File: src/rtl/cpu_bus_target.sv
// Target end of the multiplexed CPU AD bus: decodes the address/attribute cycle,
// captures write data, runs a req/ack handshake on the local port and returns rdy.
module cpu_bus_target #(
   parameter logic [31:0] BASE_ADDR = 32'h0000_0000,
   parameter logic [31:0] ADDR_MASK = 32'hFFFF_0000,
   parameter int          TIMEOUT   = 16,
   parameter logic [31:0] ERR_RDATA = 32'hDEAD_BEEF
) (
   input  logic        clk,
   input  logic        rst,
   input  logic        bus_adrcy_i,
   input  logic [31:0] bus_ad_i,
   input  logic        bus_tm1n_i,
   input  logic        bus_tm0n_i,
   output logic [31:0] bus_ad_o,
   output logic        bus_ad_oe_o,
   output logic        bus_rdy_o,
   output logic        bus_err_o,
   output logic        loc_req_o,
   output logic        loc_we_o,
   output logic [29:0] loc_addr_o,
   output logic [3:0]  loc_be_o,
   output logic [31:0] loc_wdata_o,
   input  logic [31:0] loc_rdata_i,
   input  logic        loc_ack_i,
   output logic        proto_err_o
);

   localparam int TW = $clog2(TIMEOUT + 1);

   typedef enum logic [2:0] {IDLE, DATA, WAIT, DONE, ERR} state_t;

   state_t        state_q, state_d;
   logic [TW-1:0] timer_q, timer_d;
   logic          rd_q, rd_d;
   logic          we_q, we_d;
   logic [29:0]   addr_q, addr_d;
   logic [3:0]    be_q, be_d;
   logic [31:0]   wdata_q, wdata_d;
   logic          req_q, req_d;
   logic          rdy_q, rdy_d;
   logic          err_q, err_d;
   logic          oe_q, oe_d;
   logic [31:0]   ado_q, ado_d;
   logic          proto_q, proto_d;

   logic          dec_legal, dec_rd, sel;
   logic [3:0]    dec_be;

   // Attribute decode of {tm1n,tm0n,ad[1:0]} and address select
   always_comb begin
      dec_legal = 1'b1;
      dec_rd    = 1'b0;
      dec_be    = 4'b0000;
      unique case ({bus_tm1n_i, bus_tm0n_i, bus_ad_i[1:0]})
         4'b1100: begin dec_rd = 1'b1; dec_be = 4'b1111; end
         4'b0000: dec_be = 4'b0001;
         4'b0001: dec_be = 4'b0010;
         4'b0010: dec_be = 4'b0100;
         4'b0011: dec_be = 4'b1000;
         4'b0100: dec_be = 4'b1111;
         4'b0101: dec_be = 4'b0011;
         4'b0111: dec_be = 4'b1100;
         default: dec_legal = 1'b0;
      endcase
      sel = (({bus_ad_i[31:2], 2'b00} & ADDR_MASK) == BASE_ADDR);
   end

   // Next-state and registered-output computation
   always_comb begin
      state_d = state_q;
      timer_d = timer_q;
      rd_d    = rd_q;
      we_d    = we_q;
      addr_d  = addr_q;
      be_d    = be_q;
      wdata_d = wdata_q;
      req_d   = 1'b0;
      rdy_d   = 1'b0;
      err_d   = 1'b0;
      oe_d    = 1'b0;
      ado_d   = 32'h0;
      // any address cycle while a transfer is in flight is a protocol violation
      proto_d = proto_q | (bus_adrcy_i && (state_q != IDLE));
      case (state_q)
         IDLE: begin
            if (bus_adrcy_i && sel) begin
               addr_d = bus_ad_i[31:2];
               be_d   = dec_be;
               rd_d   = dec_legal & dec_rd;
               we_d   = dec_legal & ~dec_rd;
               if (!dec_legal) begin
                  state_d = ERR;
                  rdy_d   = 1'b1;
                  err_d   = 1'b1;
               end else if (dec_rd) begin
                  state_d = WAIT;
                  req_d   = 1'b1;
                  timer_d = '0;
               end else begin
                  state_d = DATA;
               end
            end
         end
         DATA: begin
            wdata_d = bus_ad_i;
            state_d = WAIT;
            req_d   = 1'b1;
            timer_d = '0;
         end
         WAIT: begin
            // ack has priority over a timeout expiring in the same cycle
            if (loc_ack_i) begin
               state_d = DONE;
               rdy_d   = 1'b1;
               oe_d    = rd_q;
               ado_d   = rd_q ? loc_rdata_i : 32'h0;
            end else if (timer_q == TW'(TIMEOUT - 1)) begin
               state_d = ERR;
               rdy_d   = 1'b1;
               err_d   = 1'b1;
               oe_d    = rd_q;
               ado_d   = rd_q ? ERR_RDATA : 32'h0;
            end else begin
               timer_d = timer_q + 1'b1;
               req_d   = 1'b1;
            end
         end
         default: state_d = IDLE;
      endcase
   end

   // State and output registers, cleared asynchronously
   always_ff @(posedge clk or posedge rst) begin
      if (rst) begin
         state_q <= IDLE;
         timer_q <= '0;
         rd_q    <= 1'b0;
         we_q    <= 1'b0;
         addr_q  <= '0;
         be_q    <= '0;
         wdata_q <= '0;
         req_q   <= 1'b0;
         rdy_q   <= 1'b0;
         err_q   <= 1'b0;
         oe_q    <= 1'b0;
         ado_q   <= '0;
         proto_q <= 1'b0;
      end else begin
         state_q <= state_d;
         timer_q <= timer_d;
         rd_q    <= rd_d;
         we_q    <= we_d;
         addr_q  <= addr_d;
         be_q    <= be_d;
         wdata_q <= wdata_d;
         req_q   <= req_d;
         rdy_q   <= rdy_d;
         err_q   <= err_d;
         oe_q    <= oe_d;
         ado_q   <= ado_d;
         proto_q <= proto_d;
      end
   end

   assign bus_ad_o    = ado_q;
   assign bus_ad_oe_o = oe_q;
   assign bus_rdy_o   = rdy_q;
   assign bus_err_o   = err_q;
   assign loc_req_o   = req_q;
   assign loc_we_o    = we_q;
   assign loc_addr_o  = addr_q;
   assign loc_be_o    = be_q;
   assign loc_wdata_o = wdata_q;
   assign proto_err_o = proto_q;

endmodule

File: config.mk
export PLATFORM = sky130hd
export DESIGN_NAME = cpu_bus_target
export DESIGN_NICKNAME = d
export VERILOG_FILES = /design/src/rtl/cpu_bus_target.sv
export SDC_FILE = /design/constraint.sdc
export NUM_CORES = 1
export LEC_CHECK = 0
export CAP_MARGIN = 20
export CELL_PAD_IN_SITES_DETAIL_PLACEMENT = 0
export CELL_PAD_IN_SITES_GLOBAL_PLACEMENT = 2
export CORE_ASPECT_RATIO = 1.1
export CORE_MARGIN = 10
export CORE_UTILIZATION = 24
export CTS_CLUSTER_SIZE = 10
export DETAILED_ROUTE_END_ITERATION = 12
export GPL_TIMING_DRIVEN = 0
export PLACE_DENSITY_LB_ADDON = 0.1
export SLEW_MARGIN = 5
export SYNTH_ARGS = -nofsm -noshare
export SYNTH_HDL_FRONTEND = slang
export SYNTH_SLANG_ARGS = --single-unit
File: constraint.sdc
create_clock -name clk -period 4 [get_ports clk]
set_input_delay 0.8 -clock clk [delete_from_list [all_inputs] [get_ports clk]]
set_output_delay 0.8 -clock clk [all_outputs]
set_load 0.01 [all_outputs]
==> results of run 1 <==
cell usage in the layout (no fill, tap or decap), types with 2 or more instances in the layout:
| cell | instances |
|---|---|
| a21o_1 | 3 |
| a21oi_1 | 26 |
| and2_1 | 26 |
| and3_1 | 2 |
| bufinv_16 | 2 |
| clkbuf_1 | 20 |
| clkbuf_16 | 17 |
| clkbuf_8 | 4 |
| clkdlybuf4s50_1 | 172 |
| clkinv_2 | 4 |
| dfrtp_1 | 113 |
| ha_1 | 2 |
| inv_1 | 4 |
| mux2_2 | 4 |
| mux2_4 | 15 |
| mux2i_1 | 2 |
| nand2_1 | 129 |
| nand2b_1 | 3 |
| nand3_1 | 8 |
| nand3b_1 | 2 |
| nor2_1 | 5 |
| nor2b_1 | 2 |
| nor3_2 | 2 |
| nor4_2 | 2 |
| o21ai_0 | 6 |
| o22ai_1 | 3 |
| or3_1 | 2 |
final timing paths:
| path | start | to | depth (start not counted) |
|---|---|---|---|
| min in group asynchronous | rst | loc_addr_o[0]$_DFFE_PP0P_ | 2 |
| worst min register to register | proto_err_o$_DFF_PP0_ | proto_err_o$_DFF_PP0_ | 1 |
| worst min-delay path | proto_err_o$_DFF_PP0_ | proto_err_o$_DFF_PP0_ | 1 |
| worst max register to register | timer_q[0]$_DFFE_PP0P_ | bus_ad_o[10]$_DFF_PP0_ | 7 |
| worst max-delay path | bus_tm0n_i | timer_q[2]$_DFFE_PP0P_ | 5 |
| max in group asynchronous | rst | loc_wdata_o[20]$_DFFE_PP0P_ | 3 |
through the flow:
stage | setup TNS, ns | utilization, % | instance area (µm²)
floorplan | 0 | - | 4420
global placement | -199.50 | 35.3 | 6450
detailed placement | 0 | 35.4 | 6480
CTS | 0 | 38.6 | 7050
global route | 0 | 38.6 | 7050
finish | 0 | 38.6 | 7050
area by class of cell:
type                    count  area (µm²)  share of cell area, %
multi-input cells         261        1490                   21.1
repair buffers            173        1750                   24.8
plain buffers              20        83.8                   1.19
clock inverters             6        80.1                   1.14
inverters                   5        23.8                  0.337
clock buffers              24         492                   6.97
flip-flops and latches    113        2830                   40.1
well taps                 243         304                   4.31
logic make-up (layout without fill, tap and decap cells):
family / count (synthesis) / count (layout) / share of synthesized area (%)
simple gates: 192 / 192 / 20.6
compound gates: 45 / 45 / 5.72
flops: 113 / 113 / 64.0
mux: 21 / 21 / 6.57
buf+inv: 25 / 228 / 2.32
fa+ha+maj: 3 / 3 / 0.792
worst max-delay path: stages:
cell,delay (ns)
clkdlybuf4s50_1,0.60
nor4bb_1,0.51
nand2_1,0.13
nor3_2,0.38
o21ai_0,0.18
state kept, by name, indices dropped and copies added, names as in the netlist, 3 cells and up:
name         count
loc_addr_o      30
loc_wdata_o     32
bus_ad_o        32
loc_be_o         4
state_q          3
timer_q          5
where the power goes:
part / total, W / leakage [nW] / switching (W) / internal [W]
clock: 0.00147 / 0.286 / 0.000503 / 0.000971
combinational: 0.00117 / 1.41 / 0.000587 / 0.000578
sequential: 0.00151 / 1.50 / 0.000126 / 0.00138
total: 0.00415 / 3.20 / 0.00122 / 0.00293
per-layer routing:
layer  wire length (µm)  GRT usage (%)
met3               1170           5.36
met1               5570           12.9
met4                133           3.75
met5                  0              0
met2               6800           18.4
==> reports/summary.txt, run 1 <==
syn nets -> 471
Ports -> 174
Post-CTS Hold Fix Bufs -> 0
FFs w/ async S/R, synth -> 100%
Die H -> 162 µm
crit path max fanout -> 7
hpwl dp -> 10100 µm
# resized after CTS -> 0
Lkg Pwr -> 3.20 nW
gpl congestion -> 0.757
CTS tree -> yes
Worst Skew -> 0.00925 ns
Worst-Skew Late Latency -> 0.41 ns
most frequent cell after synthesis -> nand2_1
final setup fails -> 0
standard-cell rows -> 52
r2r setup slk -> 1.94 ns
Die Width -> 149 µm
# DRC -> 0
Mapped Area -> 4420 µm²
top-area cell type share of the netlist area -> 64.0%
Yosys reg bits -> 113
total CTS buffers -> 17
period utilization -> 58.8%
Setup WS pre-CTS -> 1.19 ns
final hold violations -> 0
post-synthesis to final-layout area growth -> 59.5%
first-pass GRT wire length -> 21400 µm
DR pass1 iterations -> 4
ranking of synthesized cells by area -> dfrtp_1 64%, nand2_1 11%, mux2_4 5.1%
Yosys top cell by area -> dfrtp_1
total wire length -> 13700 µm
CTS H-tree lvls -> 4
Synth top cells by count -> 129 x nand2_1, 113 x dfrtp_1, 26 x a21oi_1, 26 x and2_1, 17 x clkbuf_1
drt initial violations -> 101
Avg Inst Size Synth -> 11.1 µm²
Total Nets Final -> 663
largest net degree at the start of global routing -> 71
RSZ-0062 raised after global routing -> false
final antenna diode count -> 0
Initial Util -> 24.2%
ys flop type -> dfrtp_1
PortBufs -> 172
Peak VDD IR -> 297 µV
total global-route track usage -> 11.4%
Slew headroom -> 63.5%
DR WL/cell -> 16.2 µm
YS warnings -> 0
worst hold slack -> 0.455 ns
Pwr Total -> 0.00415 W
CP Data Arrival Time -> 2.61 ns
max-cap violations -> 0
via count -> 3469
Critical Path RT -> 4.26 ns
CTS sink cnt -> 113
clk slew on worst S/H paths -> 0.05 ns
status -> completed
CTS root buffer -> clkbuf_16
CTS Buffer Depth -> 2
grt ovf -> 0
vias in the first global route -> 3711
post-DR vias/cell -> 4.11
HP Class -> reg2reg
Power Dens Cells -> 589 nW/µm²
Cells after Synth -> 399
sequential area share after synthesis -> 64.0%
Synth cell types -> 42
die area -> 24300 µm²
CP endpoint kind -> flip-flop
number of synthesized flops with an enable pin -> 0
critical path class -> in2reg
Worst-Margin Slew -> 0.545 ns
Post-CTS Setup Bufs -> 0
PnR worst setup slack -> 1.65 ns
Finished Layout Cells -> 845
startpoint types -> primary input
CORE AREA -> 18300 µm²
Slew Viols, Final -> 0
ANT nets after route -> 0
FILL cells -> 1791
initial antenna violation count -> 0
layout cells sized above 1 -> 9.80%
# placed instances -> 815
Final min period -> 2.35 ns
FMAX -> 425 MHz
No activity file was read; power rests on OpenSTA's default activity.
==> inputs of run 2 (changes only) <==
clock period = 2.1 ns   (was 4 ns; I/O delays follow)
==> reports/summary.txt, run 2 (synthesized netlist as in run 1, its figures left out) <==
post-DR vias/cell -> 4.08
Peak VDD IR -> 630 µV
Die H -> 162 µm
startpoint types -> primary input
critical path class -> in2reg
Design Area, Final -> 7130 µm²
Reg area -> 2830 µm²
Critical Path RT -> 2.39 ns
Post-CTS Hold Fix Bufs -> 0
Slew headroom -> 64.1%
Worst Skew -> 0.00677 ns
CTS Buffer Depth -> 2
die area -> 24300 µm²
Slew Viols, Final -> 0
Ports -> 174
total global-route track usage -> 11.8%
Final min period -> 1.95 ns
most frequent cells in the layout -> 172 x clkdlybuf4s50_1, 129 x nand2_1, 113 x dfrtp_1, 26 x and2_1, 26 x a21oi_1
DR WL/cell -> 16.2 µm
Met3 Wirelength -> 1010 µm
post-synthesis to final-layout area growth -> 61.2%
final hold violations -> 0
Worst-Skew Late Latency -> 0.41 ns
total CTS buffers -> 17
initial antenna violation count -> 0
crit path max fanout -> 10
DP Area -> 6510 µm²
multi-input logic area -> 1500 µm²
RSZ-0062 raised after global routing -> false
CP endpoint kind -> flip-flop
grt ovf -> 0
via count -> 3460
DR pass1 iterations -> 4
PortBufs -> 172
FILL cells -> 1832
total wire length -> 13800 µm
final antenna diode count -> 0
CTS tree -> yes
DR top layer -> met4
commonest non-fill, non-tap cell in the layout -> clkdlybuf4s50_1
CORE AREA -> 18300 µm²
first-pass GRT wire length -> 21800 µm
CTS root buffer -> clkbuf_16
standard-cell rows -> 52
Post-CTS Setup Bufs -> 0
ANT nets after route -> 0
Die Width -> 149 µm
largest net degree at the start of global routing -> 39
# resized after CTS -> 0
hpwl dp -> 10400 µm
Worst-Margin Slew -> 0.538 ns
CTS sink cnt -> 113
Total Nets Final -> 665
Sum Neg Setup Slack -> 0 ns
metal2 WL -> 6910 µm
status -> completed
Lkg Pwr -> 3.22 nW
M1 WL -> 5570 µm
FMAX -> 512 MHz
max-cap violations -> 0
period utilization -> 93.1%
post-layout util -> 39.0%
# DRC -> 0
CP Data Arrival Time -> 2.25 ns
vias in the first global route -> 3768
HP Class -> in2async
gpl congestion -> 0.693
layout cells sized above 1 -> 11.1%
clk slew on worst S/H paths -> 0.05 ns
drt initial violations -> 110
CTS H-tree lvls -> 4
Pwr Total -> 0.00806 W
final setup fails -> 0
Power Dens Cells -> 1130 nW/µm²
Initial Util -> 24.2%
## run 2: cell types whose count changed in the layout (fill, tap and decap cells not counted), sizes merged
cell,change
clkinvlp,+4
inv,-1
clkbuf,-2
buf,+2
bufinv,+1
## run 2: worst max-delay path, cell delays in order
cell and delay [ns]:
clkdlybuf4s50_1 0.43, nor4_1 0.47, and2_2 0.27, nand3_4 0.14
buf_6 0.22, mux2_4 0.30
## run 2: path summary, 6_finish.rpt
check	slack, ns	to	startpoint	depth (start not counted)
setup reg to reg	0.18	bus_ad_o[28]$_DFF_PP0_	timer_q[0]$_DFFE_PP0P_	7
hold reg to reg	0.47	loc_wdata_o[19]$_DFFE_PP0P_	loc_wdata_o[19]$_DFFE_PP0P_	2
max in group asynchronous	1.03	loc_wdata_o[27]$_DFFE_PP0P_	rst	4
hold / removal	0.34	bus_ad_o[1]$_DFF_PP0_	rst	2
setup / recovery	0.15	loc_addr_o[7]$_DFFE_PP0P_	bus_ad_i[19]	6
min in group clk	0.41	loc_wdata_o[0]$_DFFE_PP0P_	bus_ad_i[0]	3
## run 2: cell type report
cell class / instances / area share (%)
sequential: 113 / 39.7
buffer: 20 / 1.21
clock buffer: 22 / 6.65
timing repair buffer: 175 / 25.0
clock inverter: 10 / 1.86
multi-input combinational: 261 / 21.0
tap: 243 / 4.27
inverter: 5 / 0.316
## run 2: report_power, final
part | switching [W] | internal (W)
Clock | 0.000998 | 0.00195
Combinational | 0.00112 | 0.00111
Sequential | 0.000245 | 0.00264
## run 2: routing by layer
| layer | track usage (%) | up-vias |
|---|---|---|
| li1 | - | 1699 |
| met4 | 5.40 | 0 |
| met5 | 0 | - |
| met2 | 19.2 | 99 |
| met1 | 13.2 | 1646 |
| met3 | 4.70 | 16 |
## run 2: metrics by stage
stage          hold slack, ns  setup WS [ns]  std cells
2_1_floorplan           0.492          0.309        399
3_3_place_gp            0.442         -0.949        814
3_5_place_dp            0.467         -0.334        817
4_1_cts                 0.327         0.0219        849
5_1_grt                 0.369         0.0121        849
6_report                0.336          0.145        849
==> inputs of run 3 (changes only) <==
CELL_PAD_IN_SITES_DETAIL_PLACEMENT = not set   (was 0)
CELL_PAD_IN_SITES_GLOBAL_PLACEMENT = not set   (was 2)
CORE_MARGIN = 2   (was 10)
CORE_UTILIZATION = 39   (was 24)
PLACE_DENSITY = 0.76   (was not set)
PLACE_DENSITY_LB_ADDON = not set   (was 0.1)
==> reports/summary.txt, run 3 (synthesized netlist as in run 1, its figures left out) <==
critical path class -> in2reg
Ports -> 174
Worst Skew -> 0.00795 ns
Post-CTS Hold Fix Bufs -> 0
Total Nets Final -> 665
CTS tree -> yes
first-pass GRT wire length -> 18300 µm
max-cap violations -> 0
DR WL/cell -> 15.1 µm
commonest non-fill, non-tap cell in the layout -> clkdlybuf4s50_1
largest net degree at the start of global routing -> 43
post-layout util -> 63.1%
standard-cell rows -> 40
Power Dens Cells -> 1120 nW/µm²
Slew headroom -> 66.0%
vias in the first global route -> 3675
R2R Path Start -> timer_q[0]$_DFFE_PP0P_
Lkg Pwr -> 3.20 nW
Final min period -> 2.01 ns
CTS sink cnt -> 113
PortBufs -> 172
Die Width -> 106 µm
Finished Layout Cells -> 750
startpoint types -> primary input
Setup WS pre-CTS -> -0.348 ns
DR pass1 iterations -> 4
Worst-Margin Slew -> 0.505 ns
post-DR vias/cell -> 4.79
gpl congestion -> 0.771
Die H -> 116 µm
CTS root buffer -> clkbuf_16
CP endpoint kind -> flip-flop
Critical Path Max Stage Delay -> 0.50 ns
Critical Path RT -> 2.38 ns
CP Data Arrival Time -> 2.29 ns
FMAX -> 497 MHz
post-synthesis to final-layout area growth -> 57.2%
Peak VDD IR -> 632 µV
status -> completed
CTS Buffer Depth -> 2
initial antenna violation count -> 0
r2r setup slk -> 0.16 ns
Initial Util -> 40.1%
grt ovf -> 0
R2R cell count -> 7
total global-route track usage -> 18.9%
# placed instances -> 721
Worst-Skew Late Latency -> 0.40 ns
Worst Hold End -> loc_wdata_o[0]$_DFFE_PP0P_
most frequent cells in the layout -> 172 x clkdlybuf4s50_1, 129 x nand2_1, 113 x dfrtp_1, 26 x and2_1, 26 x a21oi_1
total wire length -> 11300 µm
final hold violations -> 0
ANT nets after route -> 0
clk slew on worst S/H paths -> 0.05 ns
final setup fails -> 0
via count -> 3591
PnR worst setup slack -> 0.0865 ns
total CTS buffers -> 17
final antenna diode count -> 0
CTS H-tree lvls -> 4
Slew Viols, Final -> 0
crit path cell chain -> clkdlybuf4s50_1 -> nor4_1 -> and2_2 -> nand3_4 -> buf_6 -> mux2_4
Reg2Reg Capture Point -> bus_ad_o[13]$_DFF_PP0_
CORE AREA -> 11000 µm²
Worst Hold Launch -> bus_ad_i[0]
crit path max fanout -> 10
FILL cells -> 892
slowest CP cell -> nor4_1
hpwl dp -> 8340 µm
RSZ-0062 raised after global routing -> false
# DRC -> 0
hold depth -> 3
HP Class -> in2reg
drt initial violations -> 121
period utilization -> 95.9%
die area -> 12200 µm²
layout cells sized above 1 -> 10.4%
-- run 3: cell count changes in the layout (fill, tap and decap cells not counted), sizes merged --
cell      change
clkinvlp      -3
bufinv        -2
clkbuf        +2
-- run 3: worst max-delay path, delay by kind of cell --
family        cells  cell delay (ns)
buf+inv           2             0.65
simple gates      3             0.91
mux               1             0.30
-- run 3: area by class of cell --
type,instances,area (µm²),area share [%]
clock inverter,5,53.8,0.774
clock buffer,24,502,7.22
sequential,113,2830,40.7
multi-input combinational,261,1490,21.4
timing repair buffer,175,1780,25.6
buffer,20,86.3,1.24
tap,147,184,2.65
inverter,5,22.5,0.324
-- run 3: through the flow --
| step | area, µm² | power, W | TNS, ns | hold WS [ns] |
|---|---|---|---|---|
| floorplan | 4420 | 0.00389 | 0 | 0.492 |
| global placement | 6330 | 0.00503 | -92.23 | 0.438 |
| finish | 6950 | 0.00776 | 0 | 0.404 |
| CTS | 6950 | 0.00785 | 0 | 0.382 |
| global route | 6950 | 0.00823 | 0 | 0.450 |
| detailed placement | 6390 | 0.00513 | -12.09 | 0.462 |
-- run 3: worst max-delay path by stage --
stage                      startpoint                           to  cells past startpoint
2_1_floorplan                     rst        bus_ad_o[0]$_DFF_PP0_                      1
3_3_place_gp                      rst  loc_wdata_o[26]$_DFFE_PP0P_                      2
3_5_place_dp             bus_ad_i[19]    loc_addr_o[3]$_DFFE_PP0P_                      6
4_1_cts        timer_q[0]$_DFFE_PP0P_       bus_ad_o[13]$_DFF_PP0_                      7
5_1_grt                  bus_ad_i[19]    loc_addr_o[0]$_DFFE_PP0P_                      6
6_report                 bus_ad_i[19]    loc_addr_o[5]$_DFFE_PP0P_                      6
-- run 3: report_power, final --
part | internal (W) | switching (W) | leakage, nW
Sequential | 0.00264 | 0.000248 | 1.50
Clock | 0.00176 | 0.000919 | 0.278
Combinational | 0.00111 | 0.00109 | 1.42
-- run 3: metal layers --
| metal | global-route usage, % | part of all wire [%] |
|---|---|---|
| met1 | 23.1 | 40 |
| met5 | 0 | 0 |
| met4 | 8.07 | 2.9 |
| met3 | 5.46 | 6.2 |
| met2 | 31.7 | 51 |
-- run 3: what timing repair did --
action / 4_1_cts / 5_1_grt
setup buffers: 0 / 0
endpoints found under the hold margin: 0 / 0
gates resized for setup: 0 / 4
endpoints found under the setup margin: 0 / 20
